[config.mk]
export PLATFORM = sky130hd
export DESIGN_NAME = dram_arbiter_flat
export DESIGN_NICKNAME = d
export VERILOG_FILES = /design/src/rtl/dram_arbiter_if.sv /design/src/rtl/dram_arbiter.sv /design/src/flat_wrapper.sv
export SDC_FILE = /design/constraint.sdc
export NUM_CORES = 1
export LEC_CHECK = 0
export BUFFER_PORTS_ARGS = -buffer_cell sky130_fd_sc_hd__buf_2
export CORE_AREA = 5 5 104 106
export DETAILED_ROUTE_END_ITERATION = 10
export DIE_AREA = 0 0 109 111
export PLACE_DENSITY_LB_ADDON = 0.15
export SETUP_SLACK_MARGIN = 0.3
export SLEW_MARGIN = 25
export SYNTH_ARGS = -nofsm -noshare
export SYNTH_HDL_FRONTEND = slang
export SYNTH_SLANG_ARGS = --single-unit
export TNS_END_PERCENT = 5
[constraint.sdc]
create_clock -name i_clk -period 1.7 [get_ports i_clk]
set_clock_uncertainty 0.2 [all_clocks]
set_input_delay 0.085 -clock i_clk [delete_from_list [all_inputs] [get_ports i_clk]]
set_output_delay 0.085 -clock i_clk [all_outputs]
set_load 0.05 [all_outputs]
[src/rtl/dram_arbiter_if.sv]
`timescale 1ns/1ps
`default_nettype none
// ============================================================================
// Module   : dram_arbiter_if
// Purpose  : CPU data port, auxiliary port and data RAM port of dram_arbiter
// Revision : 1.0 - initial release
// ============================================================================
interface dram_arbiter_if #(
  parameter int AW = 24,
  parameter int DW = 32
);
  logic          i_cpu_req;
  logic          i_cpu_wr;
  logic [AW-1:0] i_cpu_addr;
  logic [DW-1:0] i_cpu_din;
  logic [DW-1:0] o_cpu_dout;
  logic          o_cpu_stall;

  logic          i_aux_req;
  logic          i_aux_wr;
  logic [AW-1:0] i_aux_addr;
  logic [DW-1:0] i_aux_wdata;
  logic          o_aux_ack;
  logic [DW-1:0] o_aux_rdata;

  logic [AW-1:0] o_ram_addr;
  logic [DW-1:0] o_ram_din;
  logic          o_ram_wr;
  logic [DW-1:0] i_ram_dout;

  // Arbiter side
  modport slave (
    input  i_cpu_req, i_cpu_wr, i_cpu_addr, i_cpu_din,
    output o_cpu_dout, o_cpu_stall,
    input  i_aux_req, i_aux_wr, i_aux_addr, i_aux_wdata,
    output o_aux_ack, o_aux_rdata,
    output o_ram_addr, o_ram_din, o_ram_wr,
    input  i_ram_dout
  );

  // Requesters and RAM side
  modport master (
    output i_cpu_req, i_cpu_wr, i_cpu_addr, i_cpu_din,
    input  o_cpu_dout, o_cpu_stall,
    output i_aux_req, i_aux_wr, i_aux_addr, i_aux_wdata,
    input  o_aux_ack, o_aux_rdata,
    input  o_ram_addr, o_ram_din, o_ram_wr,
    output i_ram_dout
  );
endinterface
`default_nettype wire

[src/rtl/dram_arbiter.sv]
`timescale 1ns/1ps
`default_nettype none
// ============================================================================
// Module   : dram_arbiter
// Purpose  : CPU-priority arbiter for the single-port data RAM with a
//            bounded-wait forced grant for the auxiliary requester
// Revision : 1.0 - initial release
// ============================================================================
module dram_arbiter #(
  parameter int MAX_WAIT = 4,
  parameter int AW       = 24,
  parameter int DW       = 32
) (
  input  wire logic      i_clk,
  input  wire logic      i_rst,
  input  wire logic      i_clk_en,
  dram_arbiter_if.slave  bus
);

  localparam logic [1:0] A_IDLE     = 2'd0;
  localparam logic [1:0] A_WAIT     = 2'd1;
  localparam logic [1:0] A_ACK      = 2'd2;
  localparam logic       OWN_CPU    = 1'b0;
  localparam logic       OWN_AUX    = 1'b1;
  localparam logic [7:0] WAIT_LIMIT = 8'(MAX_WAIT);

  logic [1:0]    state_q, state_d;
  logic [7:0]    wait_cnt_q, wait_cnt_d;
  logic          ack_q;
  logic          owner_q;
  logic          aux_wr_q;
  logic [DW-1:0] aux_rdata_q;

  logic          w_aux_pending;
  logic          w_aux_grant;
  logic          w_owner_wr;
  logic [AW-1:0] w_ram_addr;

  // No auxiliary grant in A_ACK: the stalled CPU access must win that cycle.
  assign w_aux_pending = bus.i_aux_req && (state_q != A_ACK);
  assign w_aux_grant   = w_aux_pending &&
                         (!bus.i_cpu_req || (wait_cnt_q == WAIT_LIMIT));

  always_comb begin
    state_d    = state_q;
    wait_cnt_d = wait_cnt_q;
    case (state_q)
      A_IDLE, A_WAIT: begin
        if (w_aux_grant) begin
          state_d    = A_ACK;
          wait_cnt_d = 8'd0;
        end else if (bus.i_aux_req) begin
          state_d    = A_WAIT;
          wait_cnt_d = (wait_cnt_q == 8'hFF) ? wait_cnt_q : wait_cnt_q + 8'd1;
        end else begin
          state_d    = A_IDLE;
          wait_cnt_d = 8'd0;
        end
      end
      A_ACK: begin
        state_d    = A_IDLE;
        wait_cnt_d = 8'd0;
      end
      default: begin
        state_d    = A_IDLE;
        wait_cnt_d = 8'd0;
      end
    endcase
  end

  assign w_ram_addr      = w_aux_grant ? bus.i_aux_addr : bus.i_cpu_addr;
  assign w_owner_wr      = w_aux_grant ? bus.i_aux_wr : (bus.i_cpu_req && bus.i_cpu_wr);

  assign bus.o_ram_addr  = w_ram_addr;
  assign bus.o_ram_din   = w_aux_grant ? bus.i_aux_wdata : bus.i_cpu_din;
  assign bus.o_ram_wr    = i_clk_en && !i_rst && w_owner_wr;
  assign bus.o_cpu_stall = !i_rst && bus.i_cpu_req && w_aux_grant;
  assign bus.o_cpu_dout  = bus.i_ram_dout;
  assign bus.o_aux_ack   = ack_q;

  // RAM data arrives during the ack cycle; the register keeps it afterwards.
  assign bus.o_aux_rdata = (ack_q && (owner_q == OWN_AUX) && !aux_wr_q) ?
                           bus.i_ram_dout : aux_rdata_q;

  always_ff @(posedge i_clk) begin
    if (i_rst) begin
      state_q     <= A_IDLE;
      wait_cnt_q  <= 8'd0;
      ack_q       <= 1'b0;
      owner_q     <= OWN_CPU;
      aux_wr_q    <= 1'b0;
      aux_rdata_q <= '0;
    end else if (i_clk_en) begin
      state_q    <= state_d;
      wait_cnt_q <= wait_cnt_d;
      ack_q      <= w_aux_grant;
      owner_q    <= w_aux_grant ? OWN_AUX : OWN_CPU;
      if (w_aux_grant) begin
        aux_wr_q <= bus.i_aux_wr;
      end
      if ((state_q == A_ACK) && (owner_q == OWN_AUX) && !aux_wr_q) begin
        aux_rdata_q <= bus.i_ram_dout;
      end
    end
  end

endmodule
`default_nettype wire

[src/flat_wrapper.sv]
// flat-port wrapper written by rule: the top's interface ports become plain ports
module dram_arbiter_flat 
#(
  parameter int MAX_WAIT = 4,
  parameter int AW       = 24,
  parameter int DW       = 32
)
  (i_clk, i_rst, i_clk_en, bus_i_cpu_req, bus_i_cpu_wr, bus_i_cpu_addr, bus_i_cpu_din, bus_o_cpu_dout, bus_o_cpu_stall, bus_i_aux_req, bus_i_aux_wr, bus_i_aux_addr, bus_i_aux_wdata, bus_o_aux_ack, bus_o_aux_rdata, bus_o_ram_addr, bus_o_ram_din, bus_o_ram_wr, bus_i_ram_dout);
  dram_arbiter_if #(.AW(AW), .DW(DW)) bus_i ();
  input  wire logic i_clk;
  input  wire logic i_rst;
  input  wire logic i_clk_en;
  input wire logic [$bits(bus_i.i_cpu_req)-1:0] bus_i_cpu_req;
  input wire logic [$bits(bus_i.i_cpu_wr)-1:0] bus_i_cpu_wr;
  input wire logic [$bits(bus_i.i_cpu_addr)-1:0] bus_i_cpu_addr;
  input wire logic [$bits(bus_i.i_cpu_din)-1:0] bus_i_cpu_din;
  output wire logic [$bits(bus_i.o_cpu_dout)-1:0] bus_o_cpu_dout;
  output wire logic [$bits(bus_i.o_cpu_stall)-1:0] bus_o_cpu_stall;
  input wire logic [$bits(bus_i.i_aux_req)-1:0] bus_i_aux_req;
  input wire logic [$bits(bus_i.i_aux_wr)-1:0] bus_i_aux_wr;
  input wire logic [$bits(bus_i.i_aux_addr)-1:0] bus_i_aux_addr;
  input wire logic [$bits(bus_i.i_aux_wdata)-1:0] bus_i_aux_wdata;
  output wire logic [$bits(bus_i.o_aux_ack)-1:0] bus_o_aux_ack;
  output wire logic [$bits(bus_i.o_aux_rdata)-1:0] bus_o_aux_rdata;
  output wire logic [$bits(bus_i.o_ram_addr)-1:0] bus_o_ram_addr;
  output wire logic [$bits(bus_i.o_ram_din)-1:0] bus_o_ram_din;
  output wire logic [$bits(bus_i.o_ram_wr)-1:0] bus_o_ram_wr;
  input wire logic [$bits(bus_i.i_ram_dout)-1:0] bus_i_ram_dout;
  assign bus_i.i_cpu_req = bus_i_cpu_req;
  assign bus_i.i_cpu_wr = bus_i_cpu_wr;
  assign bus_i.i_cpu_addr = bus_i_cpu_addr;
  assign bus_i.i_cpu_din = bus_i_cpu_din;
  assign bus_o_cpu_dout = bus_i.o_cpu_dout;
  assign bus_o_cpu_stall = bus_i.o_cpu_stall;
  assign bus_i.i_aux_req = bus_i_aux_req;
  assign bus_i.i_aux_wr = bus_i_aux_wr;
  assign bus_i.i_aux_addr = bus_i_aux_addr;
  assign bus_i.i_aux_wdata = bus_i_aux_wdata;
  assign bus_o_aux_ack = bus_i.o_aux_ack;
  assign bus_o_aux_rdata = bus_i.o_aux_rdata;
  assign bus_o_ram_addr = bus_i.o_ram_addr;
  assign bus_o_ram_din = bus_i.o_ram_din;
  assign bus_o_ram_wr = bus_i.o_ram_wr;
  assign bus_i.i_ram_dout = bus_i_ram_dout;
  dram_arbiter #(.MAX_WAIT(MAX_WAIT), .AW(AW), .DW(DW)) u_core (.i_clk(i_clk), .i_rst(i_rst), .i_clk_en(i_clk_en), .bus(bus_i));
endmodule
==> run_results.csv <==
group,metric,value,unit
run_status,status,"finished with violations",
run_status,violations,"negative setup slack",
setup_path,crit_buf_inv,3,
logic_synthesis,synth_ff_type,"dfxtp_1",
logic_synthesis,seq_area_frac_synth,27.8,%
final_layout,syn_to_final_growth,83.0,%
logic_synthesis,synth_top_family_by_area,"multiplexers",
clocking,cts_tree,"done",
timing,fmax,0.415,GHz
logic_synthesis,yosysUniqueCellTypes,37,
timing,fin_crit_sh,142,%
floorplanning,initial_core_util,32.7,%
place,gp_congestion,0.814,
floorplanning,die_y,111,um
floorplanning,die_w,109,um
final_layout,n_fill_cell,829,
logic_synthesis,syn_area_per_cell,8.75,sq um
clocking,clk_pin_slew,0.09,ns
global_route,grt-ovfl-total,0,
logic_synthesis,synth_xor_area_share,0,%
global_route,grt_use_met3,5.77,%
floorplanning,die-area,0.0121,sq mm
floorplanning,ioPinCount,274,
logic_synthesis,synth_compound_area_share,8.81,%
floorplanning,num_rows,36,
logic_synthesis,yosys-top-cells-area,"dfxtp_1 (28%), mux2_2 (18%), mux2_1 (13%), nand2_1 (8.5%), buf_4 (8.1%)",
power,p_comb_share,45.2,%
clocking,clock_latency,0.30,ns
logic_synthesis,synth_most_common_cell,"nand2_1",
setup_path,crit_family,"buffers and inverters",
final_layout,stdcell_area,0.00579,sq mm
global_route,grt_pass1_vias,3835,
clocking,cts_root_buffer,"clkbuf_8",
clocking,cts-buffers-inserted,5,
setup_path,critPathSlowestCell,"mux2_2",
timing,fin_crit,2.41,ns
route,drc,0,
place,postPlaceCellArea,0.00483,sq mm
logic_synthesis,synth_edf_count,0,
power,seqPwrFrac,30.1,%
final_layout,fin_nets,803,
power,internal-power,2.10,mW
global_route,antenna_found_initial,0,
clocking,cts_buffer_depth,2,
clocking,postCtsSetupBuffers,0,
logic_synthesis,synth_area_leader_cell,"dfxtp_1",
setup_path,cp_max_fo,19,
setup_path,crit_type,"flop to output pin",
power,vdd_drop_max,0.330,mV
clocking,cts_sinks,44,
setup_path,cp-start-kind,"flop",
route,routedWlPerCell,17.1,um
timing,hold_slack,0.0269,ns
timing,rsz0062_at_grt,"yes",
global_route,grt_max_degree,38,
route,dr.pass1.iters,4,
route,via_count,3749,
logic_synthesis,synth_top_cell_area_share,27.8,%
timing,slew_violations,0,
floorplanning,coreArea,0.00968,sq mm
final_layout,n_antenna_cell,0,
logic_synthesis,synth-seq-cells,44,
power,pwr-share-clk,24.7,%
timing,timing.final.ws_setup,-0.711,ns
setup_path,path_cells,"inv_2 -> ha_4 -> nor4b_4 -> nand2_2 -> a21oi_4 -> buf_6 -> mux2_2 -> buf_2",
global_route,use_met1,20.5,%
route,drt_iter0_drc,199,
place,placed_cells,743,
logic_synthesis,yosysWarnings,0,
timing,setup_viol,93,
route,finalWirelength,13400,um
logic_synthesis,syn_inst,362,
global_route,grt_util_met2,39.1,%
final_layout,fin_cells,784,
logic_synthesis,synth_fp_nets,515,
logic_synthesis,synthAdderAreaFrac,0.790,%
job,maxCapViolations,0,
logic_synthesis,syn_area,0.00317,sq mm
global_route,grt_pass1_wl,19900,um
setup_path,worstPathRequired,1.41,ns
power,power.total,3.45,mW
global_route,grtUsageTotal,20.5,%
power,switching_power,1.35,mW
final_layout,drive_gt1_share,65.1,%
timing,setup_tns,-44.61,ns
route,antenna_left,0,
logic_synthesis,synth_mux_area_share,31.6,%
timing,hold_viol,0,
place,dp_hpwl,10100,um
setup_path,slowest_delay,0.36,ns
timing,slew_headroom,69.2,%
logic_synthesis,yosys.area_share.simple,18.3,%
route,vias_per_cell,4.78,
logic_synthesis,synth.top_cells.by_count,"nand2_1 (72), mux2_2 (52), dfxtp_1 (44), a21oi_1 (36), mux2_1 (36)",
place,portBuffers,273,
timing,worst_slew_pin_slew,0.462,ns
setup_path,cp-end-kind,"output pin",
global_route,grt_busiest_layer,"met2",
worst_hold_path,hp-class,"input pin to flop",
setup_path,cp_data_arrival_time,2.13,ns
clocking,htreeDepth,2,
power,pwr_density_cell,596,mW/mm^2
logic_synthesis,ys_async_sr_fraction,0,%
power,switching_share,39.1,%
power,p_leak,2.73,nW
==> through the flow <==
| stage | util, % | setup WS [ns] |
|---|---|---|
| 2_1_floorplan | - | -0.308 |
| 3_5_place_dp | 49.9 | -0.436 |
| 6_report | 59.8 | -0.711 |
| 4_1_cts | 59.7 | -0.728 |
| 5_1_grt | 59.8 | -0.807 |
| 3_3_place_gp | 49.9 | -0.399 |
==> state kept, by name (all words and copies together) (netlist names) <==
name                flops
u_core.owner_q          1
u_core.aux_rdata_q     32
u_core.aux_wr_q         1
u_core.state_q          2
u_core.wait_cnt_q       8
==> cells in the final DEF (no fill, tap or decap), drive strengths merged, types with 3 or more instances in the layout <==
cell type	count
nor3b	3
nor2	3
nand4	3
dfxtp	44
o31ai	3
nand2b	5
nand4b	3
nand2	73
a21oi	37
inv	3
buf	308
mux2	88
dlygate4sd3	33
nand3b	7
clkbuf	5
nand3	9
and3	3
nor4b	3
==> timing repair <==
item / CTS / global route
endpoints found under the setup margin: 134 / 134
pin swaps: 4 / 3
hold buffers: 33 / 0
gates resized for setup: 156 / 4
endpoints found under the hold margin: 33 / 0
==> final cells by class <==
type / count / area (sq um) / share of cell area (%)
clock buffer: 5 / 68.8 / 1.19
clock inverter: 3 / 46.3 / 0.799
inverter: 2 / 7.51 / 0.130
multi-input combinational: 256 / 2110 / 36.4
sequential: 44 / 887 / 15.3
tap: 133 / 166 / 2.87
timing repair buffer: 341 / 2510 / 43.3
==> power by group through the flow <==
stage | clock, mW | sequential, mW | combinational [mW]
floorplan | 0 | 1.07 | 0.976
global placement | 0 | 1.06 | 1.34
detailed placement | 0 | 1.06 | 1.35
CTS | 0.875 | 1.04 | 1.56
global route | 0.914 | 1.04 | 1.62
finish | 0.851 | 1.04 | 1.56
==> path summary, 6_finish.rpt <==
check / startpoint / to / slack [ns] / cells past startpoint
max reg2reg: u_core.wait_cnt_q[0]$_SDFFE_PP0P_ / u_core.state_q[1]$_SDFFE_PP0P_ / -0.08 / 8
max: u_core.wait_cnt_q[0]$_SDFFE_PP0P_ / bus_o_ram_din[18] / -0.71 / 8
min: i_clk_en / u_core.wait_cnt_q[0]$_SDFFE_PP0P_ / 0.03 / 3
min reg2reg: u_core.aux_rdata_q[3]$_SDFFE_PP0P_ / u_core.aux_rdata_q[3]$_SDFFE_PP0P_ / 0.26 / 2
==> cells by family after synthesis <==
family,count (synthesis)
and+or+nand+nor,116
muxes,89
buffers and inverters,62
adders and majority gates,2
AOI/OAI and AO/OA,49
DFF,44
==> worst register-to-register path, stage by stage (launching register included) <==
cell,delay [ns]
dfxtp_4,0.35
inv_2,0.06
ha_4,0.11
nor4b_4,0.22
nand2_2,0.11
buf_4,0.16
a21o_1,0.17
buf_4,0.15
o31ai_2,0.17
==> layer usage <==
metal / up-vias / part of all wire, %
met5: - / 0
met4: 0 / 2.7
met3: 27 / 9.8
met2: 165 / 52
met1: 1747 / 35
li1: 1810 / -
Note: power is estimated with default switching activity, not from simulation.
